**src/rtl/clock_ratio_detector.sv**
```systemverilog
`default_nettype none
// ============================================================================
// Module   : clock_ratio_detector
// Purpose  : Measures the high phase, low phase and full period of a
//            clock-like signal that is generated in the clk domain. It reports
//            the recovered ratio, signals lock once the ratio repeats, and
//            flags an input that has stopped toggling.
// Ports    : clk      - system clock; all logic is on the rising edge
//            rst      - synchronous active-high reset
//            clk_in   - signal under measurement, synchronous to clk
//            high_cnt - samples at 1 in the last complete period   [W-1:0]
//            low_cnt  - samples at 0 in the last complete period   [W-1:0]
//            period   - high_cnt + low_cnt at full width            [W:0]
//            valid    - one-cycle pulse when the three counts update
//            locked   - the last LOCK_COUNT periods were identical
//            timeout  - sticky; no edge within 2^W-1 cycles
//            duty_err - only with CLOCK_RATIO_DUTY_CHECK_EN defined:
//                       |high_cnt - low_cnt| > 1 for the last period
// Options  : CLOCK_RATIO_DUTY_CHECK_EN adds duty_err and holds locked low
//            while the duty cycle is unbalanced.
// Revision : 1.0 - initial release
// ============================================================================
module clock_ratio_detector #(
  parameter int W          = 16,
  parameter int LOCK_COUNT = 4
) (
  input  logic         clk,
  input  logic         rst,
  input  logic         clk_in,
  output logic [W-1:0] high_cnt,
  output logic [W-1:0] low_cnt,
  output logic [W:0]   period,
  output logic         valid,
  output logic         locked,
  output logic         timeout
`ifdef CLOCK_RATIO_DUTY_CHECK_EN
  ,
  output logic         duty_err
`endif
);

  localparam logic [1:0] S_IDLE = 2'd0;
  localparam logic [1:0] S_HIGH = 2'd1;
  localparam logic [1:0] S_LOW  = 2'd2;

  localparam int MW = $clog2(LOCK_COUNT + 1);
  localparam logic [MW-1:0] LOCK_C = MW'(LOCK_COUNT);
  // A phase counter sitting here that sees one more sample of the same level
  // would reach 2^W-1, which is the stopped-input condition.
  localparam logic [W-1:0] CNT_LAST = {{(W-1){1'b1}}, 1'b0};

  logic [1:0]    state_q,    state_d;
  logic          prev_q,     prev_d;
  logic [W-1:0]  hc_q,       hc_d;
  logic [W-1:0]  lc_q,       lc_d;
  logic [W-1:0]  high_cnt_q, high_cnt_d;
  logic [W-1:0]  low_cnt_q,  low_cnt_d;
  logic [W:0]    period_q,   period_d;
  logic          valid_q,    valid_d;
  logic          locked_q,   locked_d;
  logic          timeout_q,  timeout_d;
  logic [MW-1:0] match_q,    match_d;
`ifdef CLOCK_RATIO_DUTY_CHECK_EN
  logic          duty_q,     duty_d;
  logic [W-1:0]  diff;
`endif

  logic rise, fall, same_pair;

  assign rise      = clk_in & ~prev_q;
  assign fall      = ~clk_in & prev_q;
  assign same_pair = (hc_q == high_cnt_q) && (lc_q == low_cnt_q);

  always_comb begin
    state_d    = state_q;
    prev_d     = clk_in;
    hc_d       = hc_q;
    lc_d       = lc_q;
    high_cnt_d = high_cnt_q;
    low_cnt_d  = low_cnt_q;
    period_d   = period_q;
    valid_d    = 1'b0;
    locked_d   = locked_q;
    timeout_d  = timeout_q;
    match_d    = match_q;
`ifdef CLOCK_RATIO_DUTY_CHECK_EN
    duty_d     = duty_q;
    diff       = (hc_q > lc_q) ? (hc_q - lc_q) : (lc_q - hc_q);
`endif

    case (state_q)
      S_IDLE: begin
        if (rise) begin
          state_d = S_HIGH;
          hc_d    = {{(W-1){1'b0}}, 1'b1};
          lc_d    = '0;
        end
      end

      S_HIGH: begin
        if (fall) begin
          state_d = S_LOW;
          lc_d    = {{(W-1){1'b0}}, 1'b1};
        end else if (hc_q == CNT_LAST) begin
          state_d   = S_IDLE;
          timeout_d = 1'b1;
          locked_d  = 1'b0;
          match_d   = '0;
        end else begin
          hc_d = hc_q + 1'b1;
        end
      end

      S_LOW: begin
        // The rising edge is checked first so that a period closing on the
        // same sample that would saturate the counter is still reported.
        if (rise) begin
          state_d    = S_HIGH;
          high_cnt_d = hc_q;
          low_cnt_d  = lc_q;
          period_d   = {1'b0, hc_q} + {1'b0, lc_q};
          valid_d    = 1'b1;
          timeout_d  = 1'b0;
          hc_d       = {{(W-1){1'b0}}, 1'b1};
          lc_d       = '0;
          // match_q is 0 after IDLE, so the first reported period counts
          // as 1 whether or not it equals the stale pair on the outputs.
          if (!same_pair) begin
            match_d = {{(MW-1){1'b0}}, 1'b1};
          end else if (match_q != LOCK_C) begin
            match_d = match_q + 1'b1;
          end
`ifdef CLOCK_RATIO_DUTY_CHECK_EN
          duty_d   = (diff > {{(W-1){1'b0}}, 1'b1});
          locked_d = (match_d == LOCK_C) && !duty_d;
`else
          locked_d = (match_d == LOCK_C);
`endif
        end else if (lc_q == CNT_LAST) begin
          state_d   = S_IDLE;
          timeout_d = 1'b1;
          locked_d  = 1'b0;
          match_d   = '0;
        end else begin
          lc_d = lc_q + 1'b1;
        end
      end

      default: begin
        state_d = S_IDLE;
      end
    endcase
  end

  always_ff @(posedge clk) begin
    if (rst) begin
      state_q    <= S_IDLE;
      prev_q     <= 1'b0;
      hc_q       <= '0;
      lc_q       <= '0;
      high_cnt_q <= '0;
      low_cnt_q  <= '0;
      period_q   <= '0;
      valid_q    <= 1'b0;
      locked_q   <= 1'b0;
      timeout_q  <= 1'b0;
      match_q    <= '0;
`ifdef CLOCK_RATIO_DUTY_CHECK_EN
      duty_q     <= 1'b0;
`endif
    end else begin
      state_q    <= state_d;
      prev_q     <= prev_d;
      hc_q       <= hc_d;
      lc_q       <= lc_d;
      high_cnt_q <= high_cnt_d;
      low_cnt_q  <= low_cnt_d;
      period_q   <= period_d;
      valid_q    <= valid_d;
      locked_q   <= locked_d;
      timeout_q  <= timeout_d;
      match_q    <= match_d;
`ifdef CLOCK_RATIO_DUTY_CHECK_EN
      duty_q     <= duty_d;
`endif
    end
  end

  assign high_cnt = high_cnt_q;
  assign low_cnt  = low_cnt_q;
  assign period   = period_q;
  assign valid    = valid_q;
  assign locked   = locked_q;
  assign timeout  = timeout_q;
`ifdef CLOCK_RATIO_DUTY_CHECK_EN
  assign duty_err = duty_q;
`endif

endmodule
`default_nettype wire
```
**config.mk**
```make
export PLATFORM = sky130hd
export DESIGN_NAME = clock_ratio_detector
export DESIGN_NICKNAME = d
export VERILOG_FILES = /design/src/rtl/clock_ratio_detector.sv
export SDC_FILE = /design/constraint.sdc
export NUM_CORES = 1
export LEC_CHECK = 0
export BUFFER_PORTS_ARGS = -buffer_cell sky130_fd_sc_hd__buf_4
export CAP_MARGIN = 20
export CORE_MARGIN = 8
export CORE_UTILIZATION = 39
export DETAILED_ROUTE_END_ITERATION = 6
export HOLD_SLACK_MARGIN = 0.06
export PLACE_DENSITY_LB_ADDON = 0.3
export SYNTH_ARGS = -nofsm -noshare
export SYNTH_HDL_FRONTEND = slang
export SYNTH_SLANG_ARGS = --single-unit
```
**constraint.sdc**
```tcl
create_clock -name clk -period 2.8 [get_ports clk]
set_clock_uncertainty 0.05 [all_clocks]
set_input_delay 0.14 -clock clk [delete_from_list [all_inputs] [get_ports clk]]
set_output_delay 0.14 -clock clk [all_outputs]
set_load 0.005 [all_outputs]
```
; After elaboration in Yosys (flattened, before gate mapping)
; Index checks and enable logic that the tools add are counted.
; W data, S select, Z words.
[classes]
n_addsub = 4
eq_ne = 17
n_mux = 35
bitwise_logic = 5
reduce_logical = 12
[op_table]
columns = operator, n
row1 = $mux W16, 7
row2 = $pmux W16 S3, 1
row3 = $add A16 B1 Y16 const B, 2
row4 = $eq A16 B16 Y1, 2
row5 = $eq A16 B16 Y1 const B, 2
row6 = $pmux W16 S2, 1
row7 = $mux W3, 8
row8 = $add A16 B16 Y17, 1
row9 = $ne A3 B3 Y1 const B, 4
row10 = $reduce_and A4 Y1, 3
row11 = $mux W2, 5
row12 = $ne A2 B2 Y1 const B, 5
row13 = $mux W1, 9
row14 = $pmux W2 S3, 1
row15 = $pmux W3 S2, 1
row16 = $pmux W1 S2, 2
row17 = $reduce_bool A2 Y1, 2
row18 = $reduce_or A2 Y1, 2
row19 = $add A3 B1 Y3 const B, 1
row20 = $eq A3 B3 Y1 const B, 1
row21 = $not A1 Y1, 3
row22 = $reduce_and A3 Y1, 1
row23 = $reduce_bool A3 Y1, 1
row24 = $and A1 B1 Y1, 2
row25 = 6 further kinds, 6
[word_totals]
ff_bits = 90
input_bits = 3
out_inout_bits = 52

; Longest topological paths before layout
; Gate-level depths: netlist of the first run.
[depth]
word_depth = 8
depth_mapped = 9
mapped_depth_nobuf = 8

; Worst setup path after synthesis of the first run
; Ideal clock, no wire load.
[synth_path]
path_kind = reg2reg
from = register hc_q[0]
to = register period_q[14], in the netlist period[14]
arrival_ns = 2.178
t_required_ns = 2.609
setup_slack_ns = 0.431
stages_incl_launch_ff = 9
cell_sequence = dfxtp_1 ha_1 fa_1 a211oi_1 o21ai_0 a31oi_1 a211oi_1 mux2i_1 o311ai_0
[synth_via]
elab_chain_cells = 1
[synth_rtl]
columns = element, line
row1 = "start, declared", 54  ; logic [W-1:0] hc_q, hc_d;
row2 = "start signal, assigned", 159  ; hc_q <= '0;
row3 = "start signal, assigned", 174  ; hc_q <= hc_d;
row4 = $add A16 B16 Y17, 121  ; period_d = {1'b0, hc_q} + {1'b0, lc_q};
row5 = "end signal, assigned", 178  ; period_q <= period_d;
row6 = "end, declared", 58  ; logic [W:0] period_q, period_d;
; Every way passes these cells.
; A chain may end at the register's enable or synchronous reset.

; Final worst setup path of the first run
; Same ends and word-level chain as after synthesis.

==> results of run 1 <==
layout make-up:
cell class | count | area [um2]
clock buffers | 12 | 256.5
clock inverters | 4 | 73.82
fillers | 1220 | 6489
inverters | 9 | 33.78
multi-input cells | 469 | 2904
flip-flops and latches | 90 | 1802
well taps | 172 | 215.2
repair buffers | 85 | 640.6
power groups by stage:
stage	Clock [uW]	Combinational (uW)	Sequential [uW]
after CTS	1370	424	1340
after detailed placement	0	421	1370
after global placement	0	413	1360
final	1350	428	1340
after global routing	1420	470	1340
after floorplan	0	277	1360
flip-flops by register name (all words and copies together), names as in the netlist, 2 cells and up:
register	count
hc_q	16
high_cnt	16
lc_q	16
low_cnt	16
match_q	3
period	17
state_q	2
cell usage after synthesis (all sizes together) (11+ instances only):
| cell type | n |
|---|---|
| nand2 | 105 |
| o21ai | 17 |
| nor2 | 48 |
| dfxtp | 90 |
| ha | 26 |
| xnor2 | 58 |
| clkbuf | 29 |
| nand4 | 20 |
| a211oi | 11 |
| nand3 | 16 |
| nor4 | 11 |
| a21oi | 57 |
| nor3 | 19 |
what timing repair did:
| action | in CTS | in global routing |
|---|---|---|
| hold buffers | 1 | 0 |
| resized for setup | 0 | 1 |
| endpoints found under the hold margin | 1 | 0 |
| setup endpoints to repair | 0 | 2 |
final timing paths:
path | startpoint | to | slack (ns)
worst max-delay path | hc_q[0]$_SDFFE_PP0P_ | period[14]$_SDFFE_PP0P_ | 0.20
worst min-delay path | rst | high_cnt[15]$_SDFFE_PP0P_ | 0.12
worst max register to register | hc_q[0]$_SDFFE_PP0P_ | period[14]$_SDFFE_PP0P_ | 0.20
worst min register to register | period[4]$_SDFFE_PP0P_ | period[4]$_SDFFE_PP0P_ | 0.40
cells by family after synthesis:
kind of cell,Yosys count,synth area share
simple gates,248,0.2413
mux,2,0.004363
compound gates,126,0.1594
buf+inv,42,0.03593
flops,90,0.3696
xor+xnor,66,0.1186
fa+ha+maj,27,0.07084
placed cells by master, fill, tap and decap left out, types with 6 or more instances in the layout:
master and instances:
nand2_1 105, dfxtp_1 90, buf_4 84, xnor2_1 58
a21oi_1 57, nor2_1 48, ha_1 26, nand4_1 20
nor3_1 19, o21ai_0 16, nand3_1 15, a211oi_1 10
inv_1 9, nor4_1 9, clkbuf_16 9, xor2_1 8
o21a_1 6
worst register-to-register path, cell delays in order, from the launching register on:
cell and delay, ns:
dfxtp_1 0.39, ha_1 0.27, fa_1 0.45, a211oi_2 0.31
o21ai_0 0.17, a31oi_1 0.36, a211oi_1 0.16, mux2i_1 0.17
o311ai_0 0.14
through the flow:
step	setup slack (ns)	hold WS [ns]	total power (uW)	utilization	cells
3_3_place_gp	0.2099	0.3433	1776	0.4495	824
3_5_place_dp	0.1393	0.3448	1788	0.4495	824
5_1_grt	0.05336	0.1209	3228	0.4773	841
4_1_cts	0.1285	0.1085	3136	0.4769	841
2_1_floorplan	0.4309	0.1973	1635	-	601
6_report	0.2042	0.1179	3112	0.4773	841
layer usage:
metal  up-vias  wire (um)
li1       2231          -
met1      2119       6548
met2       169       6183
met3        19       1049
met4         0        341
met5         -          0
==> results.md, run 1 <==
Run status:
- The run finished with clean final reports.

Power and ir drop:
- The internal power component is 2273 uW.
- The share of total power dissipated in the clock network is 0.432.
- The analysis attributes to cell leakage a power of 0.002217 uW.
- The switching share of total power is 0.2696.
- Of the total power, registers draw 0.430.
- The power density over the cells is 525.2 nW/um2.
- The relative contribution of combinational cells to total power is 0.138.
- The switching power total is 839.1 uW.
- The worst vdd rail ir drop is 434.5 uV.

Clocking:
- The clock sink total is 90.
- The clock tree synthesis step divided the H-tree into 3 levels.
- The number of buffers added for setup after CTS is 0.
- The clock-pin slew of the registers on the worst-case setup and hold paths is 0.06 ns.
- Clock latency on the worst-skew pair, taken at its later pin, is 0.35 ns.
- The tree is rooted in a clkbuf_16.
- Counting along the longest clock path gives a buffer depth of 2.
- TritonCTS built the clock tree.
- The number of buffers created by CTS is 9.

Synthesis:
- The library cell with the largest summed area after synthesis is dfxtp_1.
- The primary flip-flop cell chosen by synthesis mapping is dfxtp_1.
- For this run, the number of Yosys warnings is 0.
- After synthesis the netlist holds a flip-flop and latch count of 90.
- After technology mapping, the gate count stands at 601.
- In the post-synthesis netlist, the biggest area contributors are dfxtp_1, xnor2_1, nand2_1.
- The share of synthesized area in the top cell type comes to 0.3696.
- The net count after synthesis is 631.
- The synthesized netlist contains 54 unique library cells.
- The synthesized design contains 0 enable-type register cells.
- The summed instance area of the synthesized netlist is 4875 um2.
- The share of flip-flops with an asynchronous set or reset is 0.
- The average cell area after synthesis is 8.111 um2.
- The share of the Yosys chip area taken by registers is 0.3696.

STA:
- The final number of max-transition violations was 0.
- The total negative setup slack is 0 ns.
- Based on the critical path, the design can be clocked at up to 0.3852 GHz.
- Subtracting the final worst setup slack from the clock period gives 2.596 ns.
- Setup repair after global routing left no endpoint under its margin.
- The number of hold violations in the final report is 0.
- The normalized max-slew margin is 0.5440.
- Dividing the final minimum period by the clock period gives 0.9271.
- Setup violations remaining at the end of the flow were counted as 0.
- The worst-margin pin slew is 0.6788 ns.

Routing:
- The final layout contains routed wiring with a total length of 14120 um.
- The wire length per cell after detailed routing is 16.79 um.
- The number of optimization iterations in the first detailed-route pass is 4.
- The total via count in the routed design is 4538.
- The remaining design rule violation count is 0.
- For this block, the initial DRC count from the detailed router was 329.
- The post-detailed-route count of antenna-violating nets is 0.
- The ratio of routed vias to standard cells is 5.396.

Setup path:
- The logic depth of the worst path, buffers included is 8.
- The critical path goes through ha_1 -> fa_1 -> a211oi_2 -> o21ai_0 -> a31oi_1 -> a211oi_1 -> mux2i_1 -> o311ai_0.
- For the worst flop-to-flop path, the logic depth is 8.
- At the worst endpoint, the required time is 2.96 ns.
- The worst setup path is captured at a flip-flop.
- The largest stage delay on the critical path is 0.45 ns.
- The buffers plus inverters on the worst setup path is 0.
- The critical path data arrival time is 2.76 ns.
- The category of the most critical setup path is flip-flop to flip-flop.
- The slowest cell on the critical path is fa_1.
- On the critical path the largest part of the delay comes from compound AO/OA/AOI/OAI gates.
- The kind of launch point of the worst setup path is a flip-flop.
- The top fanout value on the critical path is 8.

Placed design:
- Port buffering added 54 buffers.
- Once detailed placement completed, the half-perimeter wirelength came to 10690 um.
- The global placement routability congestion is 0.8922.
- The cell area after placement is 5580 um2.

Min path:
- The number of cells on the worst hold path is 2.
- In this run the worst hold path is classified as input pin to flip-flop.

Floorplan:
- The initial utilization of the core area, before any placement, comes to 0.3927.
- During I/O placement, the number of pins put on the boundary was 55.
- The placement row count is 41.
- The area of the core is 12410 um2.
- The die boundary width is 127.8 um.
- The die boundary height is 127.8 um.
- The die covers 16330 um2.

GRT:
- In the global route stage, overall resource usage came out at 0.1767.
- The fraction of met3 tracks used by global routing is 0.05740.
- The number of antenna violations at the first check in global routing came to 0.
- The wire length of the first global-routing pass is 22540 um.
- The global routing's busiest layer is met2.
- Entering global routing, the biggest net connects 39 pins.
- The remaining global-route overflow is 0.
- The via count of the first global-routing pass is 4235.
- The met1 usage is 0.2256.
- The met2 track demand over resource is 0.2713.

Cells and area:
- In the final design database the tool counted 694 nets.
- Compared with the post-synthesis result, the final layout area differs by 21.56%.
- 0 antenna diodes ended up in the layout.
- The fraction of final layout cells with drive strength greater than 1 is 0.1614.
- Once layout is done, the placed cells without fillers occupy 5926 um2.

Run:
- The number of violations of the max-capacitance limit is 0.
Note: power is estimated with default switching activity, not from simulation.
==> inputs of run 2 (changes only) <==
- CTS_CLUSTER_SIZE: not set -> 10
- clock period: 2.8 -> 2.31 ns (I/O delays scaled with it)
==> results.md, run 2 (same netlist as run 1, synthesis figures left out) <==
Floorplan:
- The initial utilization of the core area, before any placement, comes to 0.3927.
- In this run the standard cell core region covers 12410 um2.
- The floorplan step set the die width to 127.8 um.
- The placement row count is 41.
- The overall die area is 16330 um2.
- For this design the top-level I/O count stands at 55.
- The die boundary height is 127.8 um.

Routing:
- After detailed routing, the number of remaining DRC violations is 0.
- In this run, the number of DRC markers left after iteration 0 of detailed routing was 323.
- The wire length after detailed routing is 14740 um.
- For this run, the detailed router's first-pass iteration total came to 5.
- The final route contains 4668 vias.
- Using the TritonRoute via totals, the vias-per-cell ratio works out to 5.403.
- The wire length per cell after detailed routing is 17.06 um.
- Once detail routing completed, the nets flagged for antenna violations numbered 0.

Setup path:
- The buffers plus inverters on the worst setup path is 1.
- The worst endpoint required time is 2.54 ns.
- The worst setup path is captured at a flip-flop.
- The cell family contributing the most delay on the critical path is simple AND/OR/NAND/NOR gates.
- The critical path data arrival time is 2.44 ns.
- The top fanout value on the critical path is 5.
- On the worst path, the slowest cell contributes a delay of 0.54 ns.
- The slowest cell on the critical path is or4b_1.
- The kind of launch point of the worst setup path is a flip-flop.
- The reg-to-reg setup timing slack is 0.1 ns.
- The most repeated library cell on the critical path is or4b_1.
- The category of the most critical setup path is flip-flop to flip-flop.
- Walking the worst path, the cells encountered are inv_2 -> ha_1 -> nor2b_4 -> a21o_1 -> o21ai_1 -> or4b_1 -> or4b_1 -> a21oi_1.

STA:
- The smallest setup slack after layout is 0.09933 ns.
- In the finished design, the share of the clock period the worst path needs comes to 0.9570.
- The final number of max-transition violations is 0.
- The time the final worst path needs with I/O delays and setup is 2.211 ns.
- In this run the tightest slew margin relative to its limit is 0.5907.
- For the pin with the worst max-slew slack, the measured transition is 0.6113 ns.
- Final hold analysis gives a worst-case slack of 0.1120 ns.
- Setup violations remaining at the end of the flow were counted as 0.
- The number of hold violations in the final report is 0.
- The maximum clock rate is 0.4524 GHz.
- For the final routed database, the setup TNS stands at 0 ns.

Cells and area:
- Leaving out fill and tap cells, the most frequent cells in the layout are buf_4, nand2_1, dfxtp_1, xnor2_1, a21oi_1.
- The count of nets after finishing is 718.
- In the final layout, the share of cells above drive strength 1 is 0.2110.
- After routing the design area is 6170 um2.
- The number of flip-flops in the largest register is 17.
- The repair_antennas step left the layout with diodes totalling 0.
- Relative to the synthesized area, the layout overhead comes to 26.57%.
- The most frequent standard cell in the layout excluding fill and tap cells is buf_4.
- Measured on the finished design, the core utilization comes to 0.4970.

Power and ir drop:
- Summed over all cells, the static leakage comes to 0.002323 uW.
- The worst vdd rail ir drop is 416.2 uV.
- The power density over the cells is 615.2 nW/um2.

GRT:
- The via count of the first global-routing pass is 4387.
- Across every metal layer, demand over resource in global routing totals 0.1811.
- For this run the aggregate overflow at the end of global routing stands at 0.
- The first global-routing pass estimated 23160 um of wire.
- Entering global routing, the biggest net connects 35 pins.
- The number of antenna violations at the first check in global routing is 0.

Clocking:
- The later pin in the worst-skew pair is clocked with a latency of 0.35 ns.
- The clock-pin slew of the registers on the worst-case setup and hold paths is 0.06 ns.
- The tree is rooted in a clkbuf_16.
- The CTS tree is yes.
- The H-tree generated during clock tree synthesis spans 3 levels.
- CTS saw 90 sinks.
- In this run, CTS created clock tree buffers numbering 9.
- The clock passes through at most 2 buffers.

Placed design:
- Once detailed placement completed, the half-perimeter wirelength came to 11060 um.
- The global placement routability congestion is 0.9165.
- The placed instances occupy a cell area of 5756 um2.
- The count of buffers inserted at the top-level ports is 54.
- Prior to clock tree synthesis, the placed netlist has a worst setup slack of -0.03853 ns.

Run status:
- The flow ran to the end, and the final reports show no timing, DRC or antenna violations.

Min path:
- The min-delay analysis places its worst path in the category input pin to flip-flop.

Run:
- The number of violations of the max-capacitance limit is 0.
## run 2: cell count changes in the layout (fill, tap and decap cells not counted), moves of 2 or more
| cell | previous run | this run |
|---|---|---|
| ha_4 | 0 | 2 |
| clkbuf_1 | 1 | 3 |
| buf_4 | 84 | 106 |
| ha_1 | 26 | 23 |
| dfxtp_1 | 90 | 88 |
| a21oi_1 | 57 | 55 |
| a21oi_2 | 0 | 2 |
| inv_1 | 9 | 7 |
| clkbuf_8 | 2 | 0 |
| inv_2 | 0 | 2 |
## run 2: worst paths after layout
| path | startpoint | endpoint | cells past startpoint |
|---|---|---|---|
| setup / recovery | state_q[0]$_SDFFE_PP0P_ | lc_q[11]$_SDFFE_PP0P_ | 8 |
| hold / removal | rst | prev_q$_SDFF_PP0_ | 2 |
| setup reg to reg | state_q[0]$_SDFFE_PP0P_ | lc_q[11]$_SDFFE_PP0P_ | 8 |
| hold reg to reg | period[11]$_SDFFE_PP0P_ | period[11]$_SDFFE_PP0P_ | 2 |
## run 2: timing repair
item / in CTS / in global routing
hold endpoints to repair: 1 / 0
pin swaps: 1 / 3
hold buffers: 1 / 0
setup buffers: 2 / 1
endpoints found under the setup margin: 2 / 18
gates resized for setup: 2 / 21
## run 2: per-layer routing
metal	routed length [um]	share of wire	track usage	up-vias
met5	0	0	0	-
met4	546	0.037	0.08252	0
met3	1033	0.070	0.05782	30
met2	6434	0.44	0.2750	149
met1	6723	0.46	0.2290	2206
li1	-	-	-	2283
## run 2: metrics by stage
step                      total power, uW  std cells
final                                3795        864
after global routing                 3941        864
after CTS                            3771        863
after detailed placement             2232        845
after global placement               2230        845
after floorplan                      1982        601
## run 2: worst register-to-register path, cell delays in order (launching register included)
cell and delay [ns]:
dfxtp_4 0.37, inv_2 0.08, ha_1 0.17, nor2b_4 0.15, a21o_1 0.09, o21ai_1 0.09, or4b_1 0.54, or4b_1 0.48
a21oi_1 0.13
## run 2: power by group
group	switching [uW]	leakage (uW)	internal, uW
registers	35.9	0.000727	1580
clock network	594	0.000147	941
logic	407	0.00145	233
total	1040	0.00232	2760
## run 2: area by class of cell
| type | instances | area (um2) |
|---|---|---|
| Fill cell | 1229 | 6245 |
| Tap cell | 172 | 215.2 |
| Multi-Input combinational cell | 469 | 2975 |
| Inverter | 9 | 33.78 |
| Clock buffer | 12 | 236.5 |
| Timing Repair Buffer | 109 | 837.1 |
| Clock inverter | 3 | 65.06 |
| Sequential cell | 90 | 1807 |
==> inputs of run 3 (changes only) <==
- CORE_UTILIZATION: 39 -> 53
==> results.md, run 3 (same netlist as run 1, synthesis figures left out) <==
Min path:
- The path class of the tightest hold or removal check is input pin to flip-flop.

Clocking:
- CTS saw 90 sinks.
- Clock-pin slew was measured on the worst setup and hold paths at 0.09 ns.
- The CTS tree is yes.
- The clock latency on the worst-skew pair is 0.37 ns.
- The clock passes through at most 2 buffers.
- The number of buffers created by CTS is 9.
- The H-tree was split into 3 levels.
- The root cell of the clock tree is clkbuf_8.

Routing:
- Using the TritonRoute via totals, the vias-per-cell ratio works out to 5.873.
- The wire length after detailed routing is 14070 um.
- The total via count in the routed design is 4734.
- The remaining design rule violation count is 0.
- The detail route stage leaves a number of antenna-violating nets equal to 0.
- The pre-antenna-repair detailed-routing pass consisted of 5 iterations.
- The number of DRC markers after the initial detailed-route iteration is 344.
- In the final routed layout, each cell accounts on average for 17.45 um.

GRT:
- Entering global routing, the biggest net connects 39 pins.
- The fraction of met3 tracks used by global routing is 0.05249.
- The met2 track demand over resource is 0.3502.
- The via count of the first global-routing pass is 4554.
- The global-route total usage across every layer is 0.2226.
- The first global-routing pass estimated 22570 um of wire.
- The global routing's busiest layer is met2.
- The remaining global-route overflow is 0.
- For met1 alone, demand over resource in global routing was 0.2759.
- The number of antenna violations at the first check in global routing came to 0.

Setup path:
- The family with the most delay on the worst path is simple AND/OR/NAND/NOR gates.
- The number of buffers and inverters on the critical path is 1.
- The top fanout value on the critical path is 5.
- The signal on the critical path passes through inv_2 -> ha_2 -> nor2b_4 -> a21o_1 -> o21ai_1 -> or4b_1 -> or4b_1 -> a21oi_1.
- The category of the most critical setup path is flip-flop to flip-flop.
- The critical path data arrival time is 2.49 ns.
- The slowest stage of the critical path belongs to the cell or4b_1.
- STA classifies the critical path endpoint as a flip-flop.
- For the worst setup path, the data required time is 2.56 ns.
- The largest stage delay on the critical path is 0.54 ns.
- STA classifies the critical path startpoint as a flip-flop.
- The most numerous cell type found on the critical path is or4b_1.

Cells and area:
- The area overhead of the layout relative to synthesis is 22.69%.
- The top cell types in the final layout, fill and taps aside, are buf_4, nand2_1, dfxtp_1, xnor2_1, a21oi_1.
- The net count of the finished layout is 721.
- The most frequent standard cell in the layout excluding fill and tap cells is buf_4.
- The fraction of final layout cells with drive strength greater than 1 is 0.2144.
- The number of diodes is 0.
- The number of flip-flops in the largest register is 17.

STA:
- The time the final worst path needs with I/O delays and setup is 2.240 ns.
- The number of hold violations in the final report was 0.
- Setup repair after global routing could not meet its margin everywhere.
- Setup violations remaining at the end of the flow were counted as 0.
- Of the available clock period, the critical path in the final layout requires 0.9698.
- The smallest setup slack after layout is 0.06981 ns.
- The maximum clock rate is 0.4464 GHz.
- The worst-margin pin slew is 0.5156 ns.
- The normalized max-slew margin is 0.6548.
- Adding up every negative setup slack in the final design gives 0 ns.
- The final number of max-transition violations was 0.

Floorplan:
- From left edge to right edge, the die measures 111.9 um.
- After floorplanning, the core was sized to cover 9065 um2.
- The effective utilization at floorplan is 0.5378.
- The die boundary height is 111.9 um.
- For this design the top-level I/O count stands at 55.
- The die covers 12520 um2.
- The placement row count is 35.

Run status:
- The flow ran to the end, and the final reports show no timing, DRC or antenna violations.

Power and ir drop:
- Power spread over the standard cell area amounts to 557.7 nW/um2.
- The worst-case IR drop observed on VDD is 309.3 uV.
- The share of total power dissipated in the clock network is 0.320.
- The total power draw is 3336 uW.
- Summed over all cells, the static leakage comes to 0.002294 uW.
- The internal portion of the total power is 2326 uW.
- Of the total power, registers draw 0.484.
- The switching power total is 1009 uW.
- The share of total power dissipated in combinational logic is 0.196.
- The switching share of total power is 0.3025.

Placed design:
- Timing analysis after detailed placement gives a worst setup slack of -0.01969 ns.
- Input and output buffers added on the ports amount to 54.
- At the end of routability-driven placement, the weighted congestion stood at 0.9044.
- The HPWL after detailed placement is 10450 um.

Run:
- The number of violations of the max-capacitance limit is 0.
## run 3: changes by cell type in the layout (fill, tap and decap cells not counted), sizes merged
cell         previous run  this run
clkinv                  1         5
clkbuf                 12         9
bufinv                  2         1
dlygate4sd3             1         2
buf                   108       110
## run 3: power groups by stage
stage               clock network, uW  registers [uW]  logic [uW]
CTS                              1080            1600         621
global route                     1150            1620         710
detailed placement                  0            1640         613
global placement                    0            1630         597
finish                           1070            1620         655
floorplan                           0            1650         335
## run 3: area by class of cell
type	count	area (um2)
clock buffers	9	123.9
clock inverters	6	58.81
fillers	734	3084
inverters	9	33.78
multi-input cells	469	2963
flip-flops and latches	90	1813
well taps	111	138.9
repair buffers	112	849.6
## run 3: per-layer routing
layer / share of wire / up-vias
met4: 0.042 / 0
met2: 0.45 / 193
met5: 0 / -
met1: 0.45 / 2217
met3: 0.062 / 36
li1: - / 2288
## run 3: repair_timing
action | 4_1_cts | 5_1_grt
resized for setup | 2 | 23
pin swaps | 0 | 2
endpoints found under the hold margin | 1 | 0
setup buffers | 0 | 1
setup endpoints to repair | 1 | 15
hold buffers | 2 | 0
## run 3: final timing paths
check | from | to | slack (ns) | cells after the start
worst max-delay path | state_q[0]$_SDFFE_PP0P_ | lc_q[11]$_SDFFE_PP0P_ | 0.07 | 8
worst min-delay path | rst | period[6]$_SDFFE_PP0P_ | 0.07 | 2
worst max register to register | state_q[0]$_SDFFE_PP0P_ | lc_q[11]$_SDFFE_PP0P_ | 0.07 | 8
worst min register to register | period[6]$_SDFFE_PP0P_ | period[6]$_SDFFE_PP0P_ | 0.40 | 2
## run 3: worst reg2reg max path: cells and delay by family, from the launching register on
| kind | cells | cell delay, ns |
|---|---|---|
| DFF | 1 | 0.37 |
| AOI/OAI and AO/OA | 3 | 0.31 |
| and+or+nand+nor | 3 | 1.19 |
| adders and majority gates | 1 | 0.18 |
| buffers and inverters | 1 | 0.07 |
## run 3: metrics by stage
stage          instance area [um2]  cells  hold slack, ns  utilization
2_1_floorplan                 4880    601          0.1728            -
3_3_place_gp                  5695    788          0.3124       0.6283
3_5_place_dp                  5695    788          0.3144       0.6283
4_1_cts                       5902    805         0.06371       0.6511
5_1_grt                       5981    806         0.07112       0.6598
6_report                      5981    806         0.07021       0.6598
